### src/rtl/rv32_imm_pkg.sv
// Shared definitions for the RV32I immediate generator: opcodes, immediate
// format encodings and the immediate assembly function.
package rv32_imm_pkg;

  localparam int XLEN = 32;

  // Major opcodes, inst[6:0]
  localparam logic [6:0] OPC_LOAD   = 7'b0000011;
  localparam logic [6:0] OPC_OPIMM  = 7'b0010011;
  localparam logic [6:0] OPC_JALR   = 7'b1100111;
  localparam logic [6:0] OPC_SYSTEM = 7'b1110011;
  localparam logic [6:0] OPC_STORE  = 7'b0100011;
  localparam logic [6:0] OPC_BRANCH = 7'b1100011;
  localparam logic [6:0] OPC_LUI    = 7'b0110111;
  localparam logic [6:0] OPC_AUIPC  = 7'b0010111;
  localparam logic [6:0] OPC_JAL    = 7'b1101111;
  localparam logic [6:0] OPC_OP     = 7'b0110011;

  // Immediate format, as driven on the imm_type port
  typedef enum logic [2:0] {
    IMM_NONE = 3'd0,
    IMM_I    = 3'd1,
    IMM_S    = 3'd2,
    IMM_B    = 3'd3,
    IMM_U    = 3'd4,
    IMM_J    = 3'd5
  } imm_type_e;

  // Assemble the sign-extended immediate of the given format. Shift-immediates
  // take the plain I form: shamt lands in [4:0] and funct7 stays in the upper bits.
  function automatic logic [31:0] sext_imm(input logic [31:0] inst, input imm_type_e t);
    logic [31:0] imm;
    imm = 32'h0;
    case (t)
      IMM_I:   imm = {{20{inst[31]}}, inst[31:20]};
      IMM_S:   imm = {{20{inst[31]}}, inst[31:25], inst[11:7]};
      IMM_B:   imm = {{19{inst[31]}}, inst[31], inst[7], inst[30:25], inst[11:8], 1'b0};
      IMM_U:   imm = {inst[31:12], 12'b0};
      IMM_J:   imm = {{11{inst[31]}}, inst[31], inst[19:12], inst[20], inst[30:21], 1'b0};
      default: imm = 32'h0;
    endcase
    return imm;
  endfunction

endpackage

### src/rtl/rv32_imm_generator_decoder.sv
// Opcode classifier: maps inst[6:0] to the immediate format. funct3/funct7
// play no part; unknown opcodes (R-type included) decode to IMM_NONE.
module imm_type_decoder
  import rv32_imm_pkg::*;
(
  input  logic [6:0] i_opcode,
  output imm_type_e  o_imm_type
);

  // Opcode to format lookup
  always_comb begin
    // NOTE: assigning a default before the case keeps every path driven, so no latch is inferred.
    o_imm_type = IMM_NONE;
    case (i_opcode)
      OPC_LOAD, OPC_OPIMM, OPC_JALR, OPC_SYSTEM: o_imm_type = IMM_I;
      OPC_STORE:                                 o_imm_type = IMM_S;
      OPC_BRANCH:                                o_imm_type = IMM_B;
      OPC_LUI, OPC_AUIPC:                        o_imm_type = IMM_U;
      OPC_JAL:                                   o_imm_type = IMM_J;
      default:                                   o_imm_type = IMM_NONE;
    endcase
  end

endmodule

### src/rtl/rv32_imm_generator.sv
// RV32I immediate generator for the decode stage. Emits the sign-extended
// immediate, its format and a valid flag.
// Build option IMM_GEN_REG_OUT_EN: when defined, all outputs are registered
// (1-cycle latency, async clear on rst_n); otherwise purely combinational
// and clk/rst_n are unused.
module rv32_imm_generator
  import rv32_imm_pkg::*;
#(
  parameter int XLEN = 32
) (
  input  logic            clk,
  input  logic            rst_n,
  input  logic [XLEN-1:0] inst,
  output logic [XLEN-1:0] out,
  output logic [2:0]      imm_type,
  output logic            imm_valid
);

  imm_type_e       w_type;
  logic [XLEN-1:0] w_imm;
  logic            w_valid;

  imm_type_decoder u_decoder (
    .i_opcode   (inst[6:0]),
    .o_imm_type (w_type)
  );

  // Select the immediate form for the decoded format
  always_comb begin
    w_imm   = sext_imm(inst, w_type);
    w_valid = (w_type != IMM_NONE);
  end

`ifdef IMM_GEN_REG_OUT_EN
  logic [XLEN-1:0] r_out;
  imm_type_e       r_type;
  logic            r_valid;

  // Output register, cleared asynchronously while rst_n is low
  always_ff @(posedge clk or negedge rst_n) begin
    // NOTE: non-blocking assignments here so every register samples pre-edge values.
    if (!rst_n) begin
      r_out   <= '0;
      r_type  <= IMM_NONE;
      r_valid <= 1'b0;
    end else begin
      r_out   <= w_imm;
      r_type  <= w_type;
      r_valid <= w_valid;
    end
  end

  assign out       = r_out;
  assign imm_type  = r_type;
  assign imm_valid = r_valid;
`else
  // Clock and reset have no role in the combinational build
  logic w_unused_clk_rst;
  assign w_unused_clk_rst = clk ^ rst_n;

  assign out       = w_imm;
  assign imm_type  = w_type;
  assign imm_valid = w_valid;
`endif

endmodule

### config.mk
export PLATFORM = sky130hd
export DESIGN_NAME = rv32_imm_generator
export DESIGN_NICKNAME = d
export VERILOG_FILES = /design/src/rtl/rv32_imm_pkg.sv /design/src/rtl/rv32_imm_generator_decoder.sv /design/src/rtl/rv32_imm_generator.sv
export SDC_FILE = /design/constraint.sdc
export NUM_CORES = 1
export LEC_CHECK = 0
export ABC_AREA = 0
export ABC_CLOCK_PERIOD_IN_PS = 2750
export CAP_MARGIN = 30
export CORE_MARGIN = 2
export CORE_UTILIZATION = 32
export DETAILED_ROUTE_END_ITERATION = 8
export PLACE_DENSITY = 0.9
export RECOVER_POWER = 50
export SLEW_MARGIN = 30
export SYNTH_ARGS = -nofsm -noshare
export SYNTH_HDL_FRONTEND = slang
export SYNTH_SLANG_ARGS = --single-unit
### constraint.sdc
create_clock -name vclk -period 2.75
set_input_delay 0.275 -clock vclk [all_inputs]
set_output_delay 0.275 -clock vclk [all_outputs]
set_load 0.01 [all_outputs]
# == Word level (Yosys, flattened, before mapping) ==
# Index checks and enable logic that the tools add are counted.
# totals
ff_bits,0
output_inout_bits,36
inputBits,34
# classes
n_mux,2
reduce_logical,3
n_eq_ne,14
# op_table
op,n
32-bit case mux with 5 select lines,1
"7-bit == test, second input constant",4
3-bit case mux with 5 select lines,1
"7-bit by 5-bit == test with 1-bit output, second input constant",2
"7-bit by 6-bit == test with 1-bit output, second input constant",2
"7-bit by 2-bit == test with 1-bit output, second input constant",1
"3-bit by 2-bit == test with 1-bit output, second input constant",2
"3-bit == test, second input constant",2
4-bit OR reduction,1
"3-bit by 1-bit == test with 1-bit output, second input constant",1
3-bit nonzero test,1
2-bit OR reduction,1

# == Depth between registers and ports, before layout ==
# logic_depth
word_depth,5
mapped_depth,6
depth_no_buf,3

# == By module ==
# A second synthesis with hierarchy kept.
# hier_totals
cells_unflattened,66
area_unflattened_um2,500.5
# by_module_without_submodules
mod,area_per_inst_um2,cells_each,instances
rv32_imm_generator,414.1,55,1
imm_type_decoder,86.3,11,1

# == Worst setup path before layout ==
# OpenSTA, ideal clock, no wires.
# synth_timing
kind,in2out
startpoint,in inst[3]
endpoint,out out[12]
t_arrival_ns,1.267
required_time_ns,2.475
path_stages,4
slack_ns,1.208
path_buffers,1
cell_sequence,buf_2 or3b_4 a21oi_4 a21o_1
# synth_via
elab_chain_len,5
# synth_lines
element,line,rtl
from (decl),rv32_imm_generator.sv:13,"input logic [XLEN-1:0] inst,"
7-bit by 2-bit == test with 1-bit output (tied with other cells),rv32_imm_generator_decoder.sv:14,case (i_opcode)
4-bit OR reduction or 2-bit OR reduction (tied branches),rv32_imm_generator_decoder.sv:14,
3-bit case mux with 5 select lines (*),rv32_imm_generator_decoder.sv:14,
via imm_type[2],rv32_imm_generator.sv:15,"output logic [2:0] imm_type,"
3-bit == test (tied with other cells),rv32_imm_pkg.sv:34,case (t)
32-bit case mux with 5 select lines (*),rv32_imm_pkg.sv:34,
to (decl),rv32_imm_generator.sv:14,"output logic [XLEN-1:0] out,"
# The timed path passes the listed nets; every way through them passes the cells marked *.

# == Final worst setup path ==
# layout_timing
startpoint,in inst[4]
endpoint,out out[15]
# layout_via
elab_chain_len,5
# layout_lines
element,line
7-bit by 2-bit == test with 1-bit output (tied with other cells),rv32_imm_generator_decoder.sv:14
4-bit OR reduction or 2-bit OR reduction (tied branches),rv32_imm_generator_decoder.sv:14
3-bit case mux with 5 select lines (*),rv32_imm_generator_decoder.sv:14
3-bit == test (tied with other cells),rv32_imm_pkg.sv:34
32-bit case mux with 5 select lines (*),rv32_imm_pkg.sv:34
# Every way passes the cells marked *; elsewhere a longest branch is shown, timed or not.

==> run summary <==
* 0 — number of sequential cells in the layout
* 561 ps — worst-margin pin slew
* 104% — area grow syn2layout
* output port — endpoint kind of the worst setup timing path
* input pin to output port — class of the most critical hold timing path
* 70 — boundary pin count
* 1.000 — power share of the combinational group
* 0.0572 mV — VDD IR max
* 0 — share of synthesized cell area in full adder, half adder and majority cells
* 90 — synthesized instance count
* 5.27 — Vias/cell
* 0.00194 sq mm — core area
* 0 — drc violations
* 13.8 microns — average wire per cell in the routed design
* 0.778 — placer's final routability congestion estimate
* 186 — Net count, final
* 7.23 sq um — post-synthesis area per instance
* 0.376 GHz — achievable frequency
* false — setup repair after global routing missed its margin
* o2bb2ai_1 — area leader, netlist
* 0 — Finish-stage setup viols
* 0 — endpoints failing hold
* clkdlybuf4s50_1 — Crit-path slowest cell
* compound AO/OA/AOI/OAI gates — combinational family with the most area after synthesis
* input pin to output port — Critical Setup Path Class
* 0 — fraction of the yosys area taken by sequential cells
* 49.1 microns — x dimension of the die
* 16 — number of placement rows
* 933 — total number of vias
* 0.00241 sq mm — Die Footprint
* 0 — Clock Buffer Count
* 0.479 — area fraction in compound gates after synthesis
* clkdlybuf4s50_1 -> or3b_4 -> a21oi_4 -> a21o_1 -> clkdlybuf4s50_1 — crit-path cells
* 0.356 — Simple-Gate Fraction of Synth Area
* 651 sq um — Synth Cell Area
* 0 — antenna viol nets, final
* 0 — Clock Power Share
* 0.335 — Starting Density
* 2 — Critical path buffers and inverters
* input pin — startpoint class of the critical path
* 2660 ps — minimum clock period
* 0 — part of the total power dissipated in sequential elements
* 18 — pin count of the biggest net entering global routing
* completed — status
* 0 — antenna violations before repair
* 2480 ps — CP Data Required Time
* 0 — Max Slew Vio Count
* 2390 ps — arrival time at the worst endpoint
* 0.0154 — share of cell area taken by muxes after synthesis
* 856 — number of global-route vias before repair
* 0.624 — headroom to the max-slew limit
* 0.0000612 W — sw power
* 0.684 — final core utilization
* 13 — First DRT Iteration DRCs
* 0.0000819 W — Pint
* 0 — overflow left after global routing
* buffers and inverters — top cell family by delay on the critical path
* clkdlybuf4s50_1 — cell seen most often among critical-path stages
* 2.07 mm — placed wire-length estimate
* 0 ps — total negative slack for setup checks
* 4 — DRT Pass-1 Iters
* o2bb2ai_1, a21o_1, nor3b_1, buf_2, nand2_1 — leading post-synthesis cells by cell area
* 0 sq um — Sequential cell area
* 68 — Port-buffer cells
* 170 — number of filler instances in the final layout
* 0 — count of antenna diodes in the layout
* 3.84 mm — first-pass GRT wire length
* 0.0269 — post-synthesis xor/xnor area fraction
* 0.191 — total track usage
* 36 — post-synthesis cell type count
* 0 — Max Cap Violations
* 108 mW/mm^2 — Pwr Density
* 11 — maximum fanout along the worst path
* 0 — count of warnings emitted by yosys
* 0.512 nW — cell leakage power
* 49.1 microns — Die Span Y
* 0 — hold-fix buffers at CTS
* 0.968 — Tcrit/Tclk final
* 0.215 — area share of the largest cell type after synthesis
* 2.44 mm — total length of routed wires
* 0.0733 — share of cells above drive strength 1
* 710 ps — delay contributed by the slowest stage of the critical path
* 0.428 — Switching Fraction
* 124 — net count after synthesis
[cell families after synthesis]
family | after synthesis
xor gates and xnor gates | 2
AOI/OAI and AO/OA | 36
muxes | 1
and+or+nand+nor | 37
buffers and inverters | 14
[power groups by stage]
stage / sequential [W] / combinational [W] / clock (W)
after floorplan: 0 / 0.0000649 / 0
after global placement: 0 / 0.000140 / 0
after detailed placement: 0 / 0.000142 / 0
after CTS: 0 / 0.000143 / 0
after global routing: 0 / 0.000153 / 0
final: 0 / 0.000143 / 0
[cell usage in the layout, fill, tap and decap left out, drive strengths merged, types with 2 or more instances in the layout]
cell type and n:
buf 5, nand2 9, a21o 8, nor2 3, nand3 2, nor3b 6
dlygate4sd3 3, nand4b 2, and4b 2, nor4 2, clkdlybuf4s50 65, o2bb2ai 16
and2 2, nand2b 2, and3 2, a21oi 5
[routing by layer]
| metal | routed length, microns | vias up | GRT usage |
|---|---|---|---|
| li1 | - | 475 | - |
| met1 | 1000 | 406 | 0.206 |
| met2 | 1190 | 52 | 0.383 |
| met3 | 249 | 0 | 0.0521 |
| met4 | 0 | 0 | 0 |
| met5 | 0 | - | 0 |
[cell type report]
cell class	count	area [sq um]	area share
timing repair buffer	73	718	0.541
multi-input combinational	76	572	0.431
tap	27	33.8	0.0254
inverter	1	3.75	0.00283
[Yosys cell counts, types with 2 or more instances]
library cell / number
nand3_1: 2
nor2_1: 3
nand2b_1: 2
buf_6: 2
and3_1: 2
and4b_1: 2
clkbuf_1: 3
o2bb2ai_1: 16
buf_2: 7
nand4b_1: 2
nand2_1: 9
nor3b_1: 6
a21o_1: 8
a21oi_1: 4
[final timing paths]
path | start | to | slack [ps] | cells after the start
min | inst[11] | out[4] | 1520 | 3
max | inst[4] | out[15] | 90 | 5
[per-stage QoR]
step / hold slack [ps] / setup slack [ps] / std cells / instance area (sq um) / total power [W]
finish: 1520 / 87.7 / 177 / 1330 / 0.000143
detailed placement: 1520 / 120 / 177 / 1330 / 0.000142
CTS: 1520 / 112 / 177 / 1330 / 0.000143
floorplan: 641 / 1210 / 90 / 651 / 0.0000649
global placement: 1530 / 160 / 177 / 1330 / 0.000140
global route: 1540 / 3.02 / 177 / 1330 / 0.000153
[repair_timing]
action,CTS,global route
setup buffers,0,0
resized for setup,0,3
setup endpoints to repair,0,4
Note: power is estimated with default switching activity, not from simulation.
